<file path="src/rtl/mips_multicycle_ctrl.sv">
// mips_multicycle_ctrl
//   Multi-cycle control unit for a MIPS datapath. It steps each instruction
//   through fetch, decode, execute, memory and writeback. It drives the ALU
//   operation and the datapath mux/enable controls. It uses the ALU zero flag
//   to resolve beq.
//
// Ports
//   clk          : single clock, rising edge
//   reset_n      : asynchronous active-low reset (state -> IDLE, counter -> 0)
//   opcode/funct : instruction fields from the IR, valid from DECODE onward
//   zero         : ALU zero flag (branch condition)
//   mem_ready    : memory finishes the current read/write this cycle
//   alu_sel      : 000 AND, 001 OR, 010 ADD, 110 SUB, 111 SLT
//   alu_src_a    : 0 PC, 1 register A
//   alu_src_b    : 00 B, 01 const 4, 10 sext imm, 11 sext imm << 2
//   iord         : memory address source (0 PC, 1 ALU result register)
//   mem_read/mem_write, ir_write, reg_write, reg_dst, mem_to_reg
//   pc_src       : 00 ALU result, 01 ALU result register, 10 jump target
//   pc_en        : PC load enable
//   illegal      : one-cycle pulse on unsupported opcode/funct
//   instr_count  : number of completed fetches (wraps)

module mips_multicycle_ctrl (
  input  logic        clk,
  input  logic        reset_n,
  input  logic [5:0]  opcode,
  input  logic [5:0]  funct,
  input  logic        zero,
  input  logic        mem_ready,
  output logic [2:0]  alu_sel,
  output logic        alu_src_a,
  output logic [1:0]  alu_src_b,
  output logic        iord,
  output logic        mem_read,
  output logic        mem_write,
  output logic        ir_write,
  output logic        reg_write,
  output logic        reg_dst,
  output logic        mem_to_reg,
  output logic [1:0]  pc_src,
  output logic        pc_en,
  output logic        illegal,
  output logic [31:0] instr_count
);

  typedef enum logic [3:0] {
    S_IDLE     = 4'd0,
    S_FETCH    = 4'd1,
    S_DECODE   = 4'd2,
    S_MEMADR   = 4'd3,
    S_MEMRD    = 4'd4,
    S_MEMWB    = 4'd5,
    S_MEMWR    = 4'd6,
    S_RTYPE_EX = 4'd7,
    S_RTYPE_WB = 4'd8,
    S_BEQ_EX   = 4'd9,
    S_ADDI_EX  = 4'd10,
    S_ADDI_WB  = 4'd11,
    S_JUMP     = 4'd12
  } state_t;

  localparam logic [5:0] OP_RTYPE = 6'b000000;
  localparam logic [5:0] OP_LW    = 6'b100011;
  localparam logic [5:0] OP_SW    = 6'b101011;
  localparam logic [5:0] OP_BEQ   = 6'b000100;
  localparam logic [5:0] OP_ADDI  = 6'b001000;
  localparam logic [5:0] OP_J     = 6'b000010;

  localparam logic [5:0] FN_ADD = 6'b100000;
  localparam logic [5:0] FN_SUB = 6'b100010;
  localparam logic [5:0] FN_AND = 6'b100100;
  localparam logic [5:0] FN_OR  = 6'b100101;
  localparam logic [5:0] FN_SLT = 6'b101010;

  localparam logic [2:0] ALU_AND = 3'b000;
  localparam logic [2:0] ALU_OR  = 3'b001;
  localparam logic [2:0] ALU_ADD = 3'b010;
  localparam logic [2:0] ALU_SUB = 3'b110;
  localparam logic [2:0] ALU_SLT = 3'b111;

  state_t      state;
  state_t      state_next;
  logic [31:0] instr_count_q;

  always_ff @(posedge clk or negedge reset_n) begin
    if (!reset_n) begin
      state <= S_IDLE;
    end else begin
      state <= state_next;
    end
  end

  // One count per IR load. Natural 32-bit overflow gives the wrap to zero.
  always_ff @(posedge clk or negedge reset_n) begin
    if (!reset_n) begin
      instr_count_q <= 32'd0;
    end else if (ir_write) begin
      instr_count_q <= instr_count_q + 32'd1;
    end
  end

  assign instr_count = instr_count_q;

  always_comb begin
    alu_sel    = 3'b000;
    alu_src_a  = 1'b0;
    alu_src_b  = 2'b00;
    iord       = 1'b0;
    mem_read   = 1'b0;
    mem_write  = 1'b0;
    ir_write   = 1'b0;
    reg_write  = 1'b0;
    reg_dst    = 1'b0;
    mem_to_reg = 1'b0;
    pc_src     = 2'b00;
    pc_en      = 1'b0;
    illegal    = 1'b0;
    state_next = S_FETCH;

    case (state)
      S_IDLE: begin
        state_next = S_FETCH;
      end

      // The IR load and the PC+4 update both complete on the cycle the
      // memory returns the word. The read strobe stays up while waiting.
      S_FETCH: begin
        mem_read  = 1'b1;
        alu_src_b = 2'b01;
        alu_sel   = ALU_ADD;
        ir_write  = mem_ready;
        pc_en     = mem_ready;
        state_next = mem_ready ? S_DECODE : S_FETCH;
      end

      // The ALU is idle here, so it precomputes the beq target into the
      // ALU result register for use in BEQ_EX.
      S_DECODE: begin
        alu_src_b = 2'b11;
        alu_sel   = ALU_ADD;
        case (opcode)
          OP_RTYPE:     state_next = S_RTYPE_EX;
          OP_LW, OP_SW: state_next = S_MEMADR;
          OP_BEQ:       state_next = S_BEQ_EX;
          OP_ADDI:      state_next = S_ADDI_EX;
          OP_J:         state_next = S_JUMP;
          default: begin
            illegal    = 1'b1;
            state_next = S_FETCH;
          end
        endcase
      end

      // Only lw and sw reach this state. Anything that is not sw goes to
      // the read path.
      S_MEMADR: begin
        alu_src_a  = 1'b1;
        alu_src_b  = 2'b10;
        alu_sel    = ALU_ADD;
        state_next = (opcode == OP_SW) ? S_MEMWR : S_MEMRD;
      end

      S_MEMRD: begin
        mem_read   = 1'b1;
        iord       = 1'b1;
        state_next = mem_ready ? S_MEMWB : S_MEMRD;
      end

      S_MEMWB: begin
        reg_write  = 1'b1;
        mem_to_reg = 1'b1;
        state_next = S_FETCH;
      end

      S_MEMWR: begin
        mem_write  = 1'b1;
        iord       = 1'b1;
        state_next = mem_ready ? S_FETCH : S_MEMWR;
      end

      // An unknown funct aborts the instruction without a writeback.
      S_RTYPE_EX: begin
        alu_src_a  = 1'b1;
        state_next = S_RTYPE_WB;
        case (funct)
          FN_ADD:  alu_sel = ALU_ADD;
          FN_SUB:  alu_sel = ALU_SUB;
          FN_AND:  alu_sel = ALU_AND;
          FN_OR:   alu_sel = ALU_OR;
          FN_SLT:  alu_sel = ALU_SLT;
          default: begin
            alu_sel    = ALU_ADD;
            illegal    = 1'b1;
            state_next = S_FETCH;
          end
        endcase
      end

      S_RTYPE_WB: begin
        reg_write  = 1'b1;
        reg_dst    = 1'b1;
        state_next = S_FETCH;
      end

      S_BEQ_EX: begin
        alu_src_a  = 1'b1;
        alu_sel    = ALU_SUB;
        pc_src     = 2'b01;
        pc_en      = zero;
        state_next = S_FETCH;
      end

      S_ADDI_EX: begin
        alu_src_a  = 1'b1;
        alu_src_b  = 2'b10;
        alu_sel    = ALU_ADD;
        state_next = S_ADDI_WB;
      end

      S_ADDI_WB: begin
        reg_write  = 1'b1;
        state_next = S_FETCH;
      end

      S_JUMP: begin
        pc_src     = 2'b10;
        pc_en      = 1'b1;
        state_next = S_FETCH;
      end

      // Unused encodings: every output stays at its default of zero, and
      // the next state is FETCH.
      default: begin
        state_next = S_FETCH;
      end
    endcase
  end

endmodule

</file>
<file path="config.mk">
export PLATFORM = sky130hd
export DESIGN_NAME = mips_multicycle_ctrl
export DESIGN_NICKNAME = d
export VERILOG_FILES = /design/src/rtl/mips_multicycle_ctrl.sv
export SDC_FILE = /design/constraint.sdc
export NUM_CORES = 1
export LEC_CHECK = 0
export CAP_MARGIN = 20
export CORE_ASPECT_RATIO = 2
export CORE_MARGIN = 2
export CORE_UTILIZATION = 35
export DETAILED_ROUTE_END_ITERATION = 8
export SYNTH_ARGS = -nofsm -noshare
export SYNTH_HDL_FRONTEND = slang
export SYNTH_SLANG_ARGS = --single-unit
</file>
<file path="constraint.sdc">
create_clock -name clk -period 3.1 [get_ports clk]
set_clock_uncertainty 0.15 [all_clocks]
set_input_delay 0.775 -clock clk [delete_from_list [all_inputs] [get_ports clk]]
set_output_delay 0.775 -clock clk [all_outputs]
set_load 0.03 [all_outputs]
</file>
==> key figures, run 1 <==
STA
  • Setup TNS: 0 ps
  • Period minus WS final: about 3000 ps
  • RSZ-0062 raised after global routing: no
  • Final Cycle Share: between 90% and 100%
  • Slew HR: approximately 46%
  • Fmax: around 0.33 GHz
  • Count of final hold-check violations: 0
  • Slew @ Worst Pin: between 800 and 900 ps
  • Fin. max-slew vios: 0
  • Hold Slack: about 340 ps
  • Final setup viols: 0

Finish
  • Layout Nets: 324
  • Fin cells: 371
  • # fillers: between 500 and 600
  • Share of layout cells above drive strength 1: 14.61%
  • Synth-to-layout area growth: 46.09%
  • Area of the multi-input gates: 0.001145 mm²
  • Register area: about 900 µm²
  • Antenna diodes: 0

Clock tree
  • CTS max path bufs: 2
  • Clk sinks: 36
  • Num CTS Buffers: 5
  • Post-CTS setup buffer count: 0
  • Worst-Skew Late Latency: roughly 280 ps
  • Root Buffer: clkbuf_16
  • Register clock-pin slew on the reported worst setup and hold paths: roughly 60 ps
  • H-tree level count: 2
  • CTS tree: done

Critical path
  • Crit path cell chain: clkdlybuf4s50_1 > inv_1 > or2_2 > nand2_1 > buf_4
  • Arr. time, crit path: roughly 2100 ps
  • Worst stage delay on the critical path: just under 600 ps
  • Reg2reg end: instr_count[31]
  • CP max FO: 6
  • R2R setup slack: between 500 and 600 ps
  • Worst r2r src: state[1]
  • Slowest-stage cell, CP: clkdlybuf4s50_1
  • Worst reg-to-reg path cell count: 5
  • Crit Path Category: in -> out
  • Crit. End Element: primary output
  • Critical Path End: pc_en
  • Worst setup SP type: input port
  • Critical Path RT: 2170 ps
  • Critical path origin: mem_ready

Outcome
  • Failing checks: DRC
  • Status: complete, but fails checks

Routing
  • Final wirelength: roughly 5.4 mm
  • Vias: 1958
  • Antenna-violating nets left: 0
  • Post-route DRC: 3
  • Vias per cell: 5.278
  • Avg WL per Cell: 14.65 µm
  • Drt initial violations: 58
  • Drt pass-1 iters: 6

Synthesis
  • Most used DFF post-synth: dfrtp_1
  • Post-synthesis instance total: roughly 230
  • Mapped Area: roughly 0.0021 mm²
  • Sequential fraction of the synthesis area: a little over two fifths
  • Synth async-reset ratio: 100.0%
  • Simple-Gate Fraction of Synth Area: approximately 29%
  • Post-synthesis mux area share: between 1.5 and 2%
  • Avg Cell Area, Syn: ~9.3 µm²
  • Largest family of logic cells by synthesized area: simple AND/OR/NAND/NOR gates
  • Synth Area in XOR/XNOR: 14.08%
  • Synth cell types: between 40 and 50
  • Area share of fa/ha/maj cells after synthesis: less than 1%
  • Syn Nets: roughly 250
  • Synth warn: 0
  • Synth Area in Compound Gates: around 7.8%
  • Number of synthesized flops with an enable pin: 0
  • Synthesized flop and latch total: 36

Floorplanning
  • Die width: 58.96 µm
  • Die footprint: 0.006717 mm²
  • Core Area: between 0.005 and 0.006 mm²
  • # IOs: 65
  • Num rows: 40
  • Starting Density: a little over a third
  • Die H: 113.9 µm

Global route
  • Vias in the first global route: around 2000
  • Antenna violations before repair: 0
  • Largest net degree at the start of global routing: 37
  • Overflow after GRT: 0
  • First-pass GRT wire length: 9.273 mm
  • All-Layer GR Usage: 17.74%

Power and ir drop
  • Peak VDD IR: ~0.00057 V
  • Pwr Density: about 680 mW/mm²
  • Overall power: approximately 2100 µW
  • P_leak: 0.001425 µW

Placement
  • Final Wtd Congestion: about 0.86
  • IO Port Bufs: between 60 and 70
  • Final HPWL DP: 4.085 mm
  • Placed cells: 363

Hold path
  • HP Class: reg -> reg

Flow run
  • Max capacitance violation total: 0
[power by group]
part / internal [µW] / switching, µW / total, µW
Sequential: 535 / 95.2 / 630
Clock: 377 / 193 / 571
Combinational: 378 / 507 / 885
Total: 1290 / 796 / 2090
[layer usage]
layer	vias to the layer above	wire length (µm)	part of all wire [%]	global-route usage, %
met2	50	2799	51	29.04
met5	-	0	0	0
met4	0	104	1.9	7.121
li1	952	-	-	-
met1	946	2308	42	23.18
met3	10	223	4.1	2.268
[worst min-delay path by stage]
stage,start,endpoint,slack (ps),depth (start not counted)
final,instr_count[16],instr_count[16],340,1
after global placement,instr_count[31],instr_count[31],310,1
after CTS,instr_count[16],instr_count[16],340,1
after floorplan,reset_n,instr_count[0],330,0
after detailed placement,instr_count[31],instr_count[31],330,1
after global routing,instr_count[12],instr_count[12],360,1
[cell usage after synthesis (2+ instances only)]
| master | instances | share of area [%] |
|---|---|---|
| dfrtp_1 | 36 | 43 |
| xor2_1 | 22 | 9.1 |
| nor2_1 | 19 | 3.4 |
| nand2_1 | 18 | 3.2 |
| nor3_1 | 16 | 3.8 |
| xnor2_1 | 12 | 5.0 |
| inv_1 | 11 | 2.0 |
| nand3_1 | 11 | 2.6 |
| nand4_1 | 8 | 2.4 |
| clkbuf_1 | 6 | 1.1 |
| o21ai_0 | 6 | 1.4 |
| nand2b_1 | 5 | 1.5 |
| a21oi_1 | 4 | 0.95 |
| and3_1 | 4 | 1.2 |
| and4_1 | 4 | 1.7 |
| nor2b_1 | 4 | 1.2 |
| nor3b_1 | 4 | 1.4 |
| mux2i_1 | 3 | 1.4 |
| nor4_1 | 3 | 0.89 |
| a21boi_0 | 2 | 0.71 |
| a21o_1 | 2 | 0.71 |
| a31oi_1 | 2 | 0.59 |
| nor4_4 | 2 | 2.0 |
| o22ai_1 | 2 | 0.59 |
| or2_2 | 2 | 0.59 |
[flip-flops by register name, summed over array words and instances (netlist names)]
signal	cells
instr_count	32
state	4
[per-stage QoR]
step                      setup slack, ps  cell area, µm²  util (%)
final                               107.6            3089     52.31
after global routing                27.14            3089     52.31
after CTS                          0.2816            3079     52.14
after detailed placement           -328.9            2904     49.17
after global placement             -310.8            2904     49.17
after floorplan                     308.4            2115         -
[timing repair]
item | in CTS | in global routing
endpoints found under the setup margin | 3 | 6
pin swaps | 1 | 1
hold buffers | 0 | 0
resized for setup | 9 | 10
[kinds of logic after synthesis]
| group | after synthesis |
|---|---|
| multiplexers | 4 |
| XOR/XNOR | 34 |
| buffers and inverters | 21 |
| adder cells (fa/ha/maj) | 1 |
| AND/OR/NAND/NOR | 107 |
| AO/OA/AOI/OAI | 25 |
| flip-flops | 36 |
[worst max-delay path: cells and delay by family]
kind,cells,cell delay [ps]
simple gates,2,450
buf+inv,3,840
[layout by cell type, fill, tap and decap left out, drive strengths merged, types with 2 or more instances in the layout]
cell,n
dfrtp,36
clkinv,2
nand2,18
dlymetal6s2s,3
or4,2
xnor2,12
nor3b,4
nor4,5
nor3,16
o22ai,2
xor2,22
nand4,8
nor2b,4
nand2b,5
a21o,2
nor2,19
o21ai,6
a21boi,2
clkbuf,6
buf,23
or2,2
inv,11
mux2i,3
a21oi,4
and3,4
clkdlybuf4s50,54
nand3,11
and4,4
a31oi,2
[final cells by class]
class,count,area share (%)
Timing Repair Buffer,81,24.30
Sequential cell,36,29.20
Tap cell,63,2.552
Clock buffer,5,4.050
Inverter,12,1.458
Clock inverter,3,1.377
Multi-Input combinational cell,171,37.06
No activity file was read; power rests on OpenSTA's default activity.
==> run 2, diff against run 1 <==
--- a/config.mk
+++ b/config.mk
@@ -7,7 +7,7 @@
 export LEC_CHECK = 0
 export CAP_MARGIN = 20
 export CORE_ASPECT_RATIO = 2
-export CORE_MARGIN = 2
+export CORE_MARGIN = 5
 export CORE_UTILIZATION = 35
 export DETAILED_ROUTE_END_ITERATION = 8
 export SYNTH_ARGS = -nofsm -noshare
==> run 2 against run 1 <==
The flow now finishes without violations. Global-route usage down 1.9 points. First-iteration DRC count up 50%. Worst hold slack worse by 25 ps. Via count increased by 2.1%. Cell count grew 1.9%. Non-clock buffer count rose by 8. Sequential share of layout area fell by 0.33 points. Final area up 1.0%. Flip-flop and latch count did not move. Worst setup slack got worse by 63 ps. Critical endpoint is now illegal. Highest routed layer unchanged.
==> key figures, run 2 (synthesis results as in run 1) <==
Floorplanning
  • Die footprint: 0.007790 mm²
  • Die width: roughly 65 µm
  • Die H: approximately 120 µm
  • Starting Density: approximately 36%
  • # IOs: 65
  • Core Area: 0.005956 mm²
  • Num rows: 40

Critical path
  • Reg2reg end: instr_count[31]
  • Worst r2r src: state[0]
  • CP bufs+invs: 2
  • Arr. time, crit path: between 2000 and 2500 ps
  • CP max FO: 2
  • Worst reg-to-reg path cell count: 5
  • Slowest-stage cell, CP: clkdlybuf4s50_1
  • Critical Path RT: about 2200 ps
  • Crit path cell chain: clkdlybuf4s50_1 > or3_1 > a21boi_2 > o22ai_1 > clkdlybuf4s15_2
  • Worst setup SP type: input port
  • Worst stage delay on the critical path: 420 ps
  • Crit-path leading delay family: buffers and inverters
  • Crit Path Category: in -> out
  • Crit. End Element: primary output
  • R2R setup slack: 510 ps

Routing
  • Post-route DRC: 0
  • Vias per cell: around 5.3
  • Antenna-violating nets left: 0
  • Drt pass-1 iters: 3
  • Vias: ~2000
  • Final wirelength: between 6 and 7 mm
  • Drt initial violations: 87
  • Avg WL per Cell: approximately 16 µm

Placement
  • IO Port Bufs: 64
  • Final HPWL DP: approximately 4.8 mm
  • Pre-CTS WS: -386.8 ps
  • Final Wtd Congestion: about 0.8
  • Placed cells: between 300 and 400

Power and ir drop
  • Peak VDD IR: between 0.0004 and 0.0005 V
  • P_leak: between 0.001 and 0.0015 µW
  • Overall power: about 2000 µW
  • Pwr Density: around 650 mW/mm²

Hold path
  • Worst Hold End: instr_count[31]
  • Worst Hold Launch: instr_count[31]
  • Hold Crit Depth: 1
  • HP Class: reg -> reg

STA
  • Setup WS post-layout: between 40 and 50 ps
  • Slew HR: about three fifths
  • RSZ-0062 raised after global routing: yes
  • Setup TNS: 0 ps
  • Fin. max-slew vios: 0
  • Hold Slack: 311.9 ps
  • Fmax: 0.3273 GHz
  • Final Cycle Share: between 90% and 100%
  • Period minus WS final: between 3000 and 4000 ps
  • Slew @ Worst Pin: slightly above 600 ps
  • Final setup viols: 0
  • Count of final hold-check violations: 0

Global route
  • Antenna violations before repair: 0
  • First-pass GRT wire length: around 9.5 mm
  • Largest net degree at the start of global routing: 37
  • Vias in the first global route: 1996
  • Overflow after GRT: 0
  • All-Layer GR Usage: roughly 16%

Finish
  • Fin cells: between 300 and 400
  • Layout Nets: 332
  • Synth-to-layout area growth: 47.57%
  • Max reg flops: 32
  • Antenna diodes: 0
  • Commonest cells after routing, fill and taps aside: 56 x clkdlybuf4s50_1, 36 x dfrtp_1, 29 x buf_4, 22 x xor2_1, 19 x nor2_1
  • Share of layout cells above drive strength 1: 15.24%
  • Commonest non-fill, non-tap cell in the layout: clkdlybuf4s50_1
  • # fillers: around 570

Clock tree
  • Num CTS Buffers: 5
  • CTS tree: done
  • Clk sinks: 36
  • CTS max path bufs: 2
  • Root Buffer: clkbuf_16
  • Post-CTS setup buffer count: 0
  • Worst-Skew Late Latency: 280 ps
  • H-tree level count: 2
  • Register clock-pin slew on the reported worst setup and hold paths: approximately 50 ps

Outcome
  • Status: finished, final reports clean

Flow run
  • Max capacitance violation total: 0
[run 2: final cells by class]
cell class	instances	area, µm²	share of cell area [%]
repair buffers	89	819.5	26.26
well taps	63	78.83	2.526
multi-input cells	171	1142	36.61
flip-flops and latches	36	900.9	28.87
clock inverters	1	5.005	0.1604
inverters	12	45.04	1.443
clock buffers	6	128.9	4.130
[run 2: timing repair]
item	CTS	global route
endpoints found under the hold margin	0	0
pin swaps	0	0
setup endpoints to repair	3	4
hold buffers	0	0
resized for setup	8	6
[run 2: per-layer routing]
| metal | vias to the layer above | global-route usage, % | share of wire (%) |
|---|---|---|---|
| met5 | - | 0 | 0 |
| met4 | 0 | 7.152 | 2.6 |
| met3 | 10 | 3.839 | 5.7 |
| met2 | 60 | 30.60 | 57 |
| met1 | 963 | 15.12 | 35 |
| li1 | 966 | - | - |
[run 2: worst max path at each step]
| stage | from | cells after the start | endpoint |
|---|---|---|---|
| 2_1_floorplan | state[0] | 5 | pc_en |
| 3_3_place_gp | opcode[1] | 5 | illegal |
| 3_5_place_dp | opcode[1] | 5 | illegal |
| 4_1_cts | opcode[1] | 5 | illegal |
| 5_1_grt | opcode[1] | 7 | illegal |
| 6_report | opcode[1] | 5 | illegal |
[run 2: metrics by stage]
| stage | area [µm²] | utilization, % |
|---|---|---|
| detailed placement | 2969 | 49.85 |
| floorplan | 2115 | - |
| global route | 3120 | 52.40 |
| finish | 3120 | 52.40 |
| CTS | 3115 | 52.31 |
| global placement | 2969 | 49.85 |
[run 2: where the power goes]
part	total (µW)	internal [µW]	switching, µW
clock network	476	292	184
logic	936	395	542
registers	624	533	91.0
total	2040	1220	817
==> run 3, diff against run 2 <==
--- a/config.mk
+++ b/config.mk
@@ -10,6 +10,8 @@
 export CORE_MARGIN = 5
 export CORE_UTILIZATION = 35
 export DETAILED_ROUTE_END_ITERATION = 8
+export PLACE_DENSITY = 0.65
+export SKIP_LAST_GASP = 1
 export SYNTH_ARGS = -nofsm -noshare
 export SYNTH_HDL_FRONTEND = slang
 export SYNTH_SLANG_ARGS = --single-unit
==> constraint.sdc (replaced) <==
create_clock -name clk -period 2.6 [get_ports clk]
set_clock_uncertainty 0.15 [all_clocks]
set_input_delay 0.65 -clock clk [delete_from_list [all_inputs] [get_ports clk]]
set_output_delay 0.65 -clock clk [all_outputs]
set_load 0.03 [all_outputs]
==> run 3 against run 2 <==
Critical path depth grew 1. Critical endpoint unchanged. Die area is the same. Core utilization grew 4.6 points. Largest cell class unchanged. Clock-buffer cell count shrank 1. Highest routed layer unchanged. Flip-flop and latch count is the same. Combinational power grew 43%.
==> key figures, run 3 (synthesis results as in run 1) <==
Critical path
  • Arr. time, crit path: around 1800 ps
  • Crit. End Element: primary output
  • Worst setup SP type: input port
  • Crit path cell chain: clkdlybuf4s50_1 > nor3_4 > nand3_2 > nand3b_1 > o22ai_2 > buf_4
  • Crit Path Category: in -> out
  • Slowest-stage cell, CP: clkdlybuf4s50_1
  • Crit-path leading delay family: buffers and inverters
  • CP max FO: 3
  • Critical Path RT: around 1800 ps
  • Worst stage delay on the critical path: roughly 480 ps
  • CP bufs+invs: 2

Global route
  • First-pass GRT wire length: 10.35 mm
  • Overflow after GRT: 0
  • Largest net degree at the start of global routing: 37
  • Antenna violations before repair: 0
  • Vias in the first global route: roughly 2200
  • All-Layer GR Usage: between 15 and 20%

Clock tree
  • Num CTS Buffers: 5
  • CTS tree: done
  • CTS max path bufs: 2
  • Worst-Skew Late Latency: around 280 ps
  • CTS Hold Buffers Added: 0
  • Clk sinks: 36
  • H-tree level count: 2
  • Root Buffer: clkbuf_16
  • Register clock-pin slew on the reported worst setup and hold paths: approximately 60 ps

Power and ir drop
  • Peak VDD IR: around 0.00052 V
  • Share of total power in sequential cells: 28.3%
  • Pwr Density: 786.5 mW/mm²
  • NetSw: between 1000 and 1500 µW
  • Clock network power share: a little over a fifth
  • Logic pwr share: 50.0%
  • Sw frac: between 30 and 40%
  • Pint: 1614 µW
  • P_leak: between 0.0015 and 0.002 µW

Floorplanning
  • Die footprint: 0.007790 mm²
  • Die width: around 65 µm
  • Starting Density: roughly 36%
  • Die H: approximately 120 µm
  • Core Area: just under 0.006 mm²
  • # IOs: 65
  • Num rows: 40

Routing
  • Post-route DRC: 0
  • Antenna-violating nets left: 0
  • Drt initial violations: 78
  • Drt pass-1 iters: 4
  • Vias: around 2100
  • Vias per cell: between 5 and 6
  • Avg WL per Cell: between 15 and 20 µm
  • Final wirelength: around 6.5 mm

Finish
  • Final Core Density: between 50% and 60%
  • Synth-to-layout area growth: 60.65%
  • Commonest cells after routing, fill and taps aside: 52 x buf_4, 36 x clkdlybuf4s50_1, 33 x dfrtp_1, 22 x xor2_1
  • Register area: about 900 µm²
  • # fillers: between 500 and 600
  • Commonest non-fill, non-tap cell in the layout: buf_4
  • Area of the multi-input gates: about 0.0012 mm²
  • Antenna diodes: 0
  • Share of layout cells above drive strength 1: between 20 and 30%
  • Layout Nets: 355
  • Max reg flops: 32

STA
  • Fin. max-slew vios: 0
  • Slew @ Worst Pin: about 460 ps
  • Slew HR: a little over two thirds
  • Setup WS post-layout: between 20 and 25 ps
  • Hold Slack: between 300 and 400 ps
  • Final setup viols: 0
  • Period minus WS final: about 2600 ps
  • RSZ-0062 raised after global routing: yes
  • Final Cycle Share: a little under 100%
  • Count of final hold-check violations: 0
  • Fmax: slightly below 0.4 GHz

Placement
  • Final HPWL DP: 4.901 mm
  • Pre-CTS WS: -617.7 ps
  • IO Port Bufs: 64
  • Final Wtd Congestion: 0.9186

Hold path
  • HP Class: reg -> reg

Flow run
  • Max capacitance violation total: 0

Outcome
  • Status: finished, final reports clean
-- run 3: changes by cell type in the layout (fill, tap and decap cells not counted), sizes merged --
cell,before,now
buf,29,62
clkdlybuf4s50,56,36
dlymetal6s2s,2,8
clkinv,2,4
dlygate4sd2,0,2
clkbuf,7,8
-- run 3: path summary, 6_finish.rpt --
path | start | endpoint | slack, ps | cells after the start
min reg2reg | instr_count[31] | instr_count[31] | 330 | 1
min | instr_count[31] | instr_count[31] | 330 | 1
min in group asynchronous | reset_n | instr_count[21] | 640 | 2
max in group asynchronous | reset_n | state[3] | 1300 | 2
max reg2reg | state[1] | instr_count[27] | 110 | 5
max | opcode[4] | illegal | 20 | 6
-- run 3: power groups by stage --
stage / Combinational, µW / Sequential (µW) / Clock (µW)
2_1_floorplan: 563 / 829 / 0
3_3_place_gp: 1200 / 769 / 0
3_5_place_dp: 1210 / 769 / 0
4_1_cts: 1320 / 754 / 592
5_1_grt: 1430 / 764 / 620
6_report: 1340 / 755 / 580
-- run 3: worst register-to-register path: stages, from the launching register on --
cell and delay, ps:
dfrtp_2 450, or4b_4 550, buf_4 160, or4_4 630, nor4_4 290, xor2_1 180
-- run 3: per-layer routing --
metal	global-route usage [%]	vias to the layer above	part of all wire [%]
li1	-	1020	-
met4	9.007	0	3.1
met3	3.464	16	4.8
met1	15.78	991	34
met5	0	-	0
met2	33.35	79	59
-- run 3: what timing repair did --
item	CTS	global route
pin swaps	9	13
endpoints found under the setup margin	10	14
resized for setup	37	30
gates cloned	0	0
setup buffers	10	0
-- run 3: area by class of cell --
cell class              count  share of cell area, %
multi-input cells         171                  35.36
repair buffers            112                  30.13
flip-flops and latches     36                  26.63
clock buffers               5                  3.683
well taps                  63                  2.320
inverters                  12                  1.326
clock inverters             3                 0.5525
-- run 3: per-stage QoR --
stage | cell area, µm² | setup TNS [ps] | instances | power [µW]
final | 3397 | 0 | 402 | 2672
after global routing | 3397 | -69.87 | 402 | 2815
after CTS | 3328 | -140.5 | 402 | 2668
after detailed placement | 3072 | -2597 | 385 | 1979
after global placement | 3072 | -2424 | 385 | 1970
after floorplan | 2120 | 0 | 228 | 1392
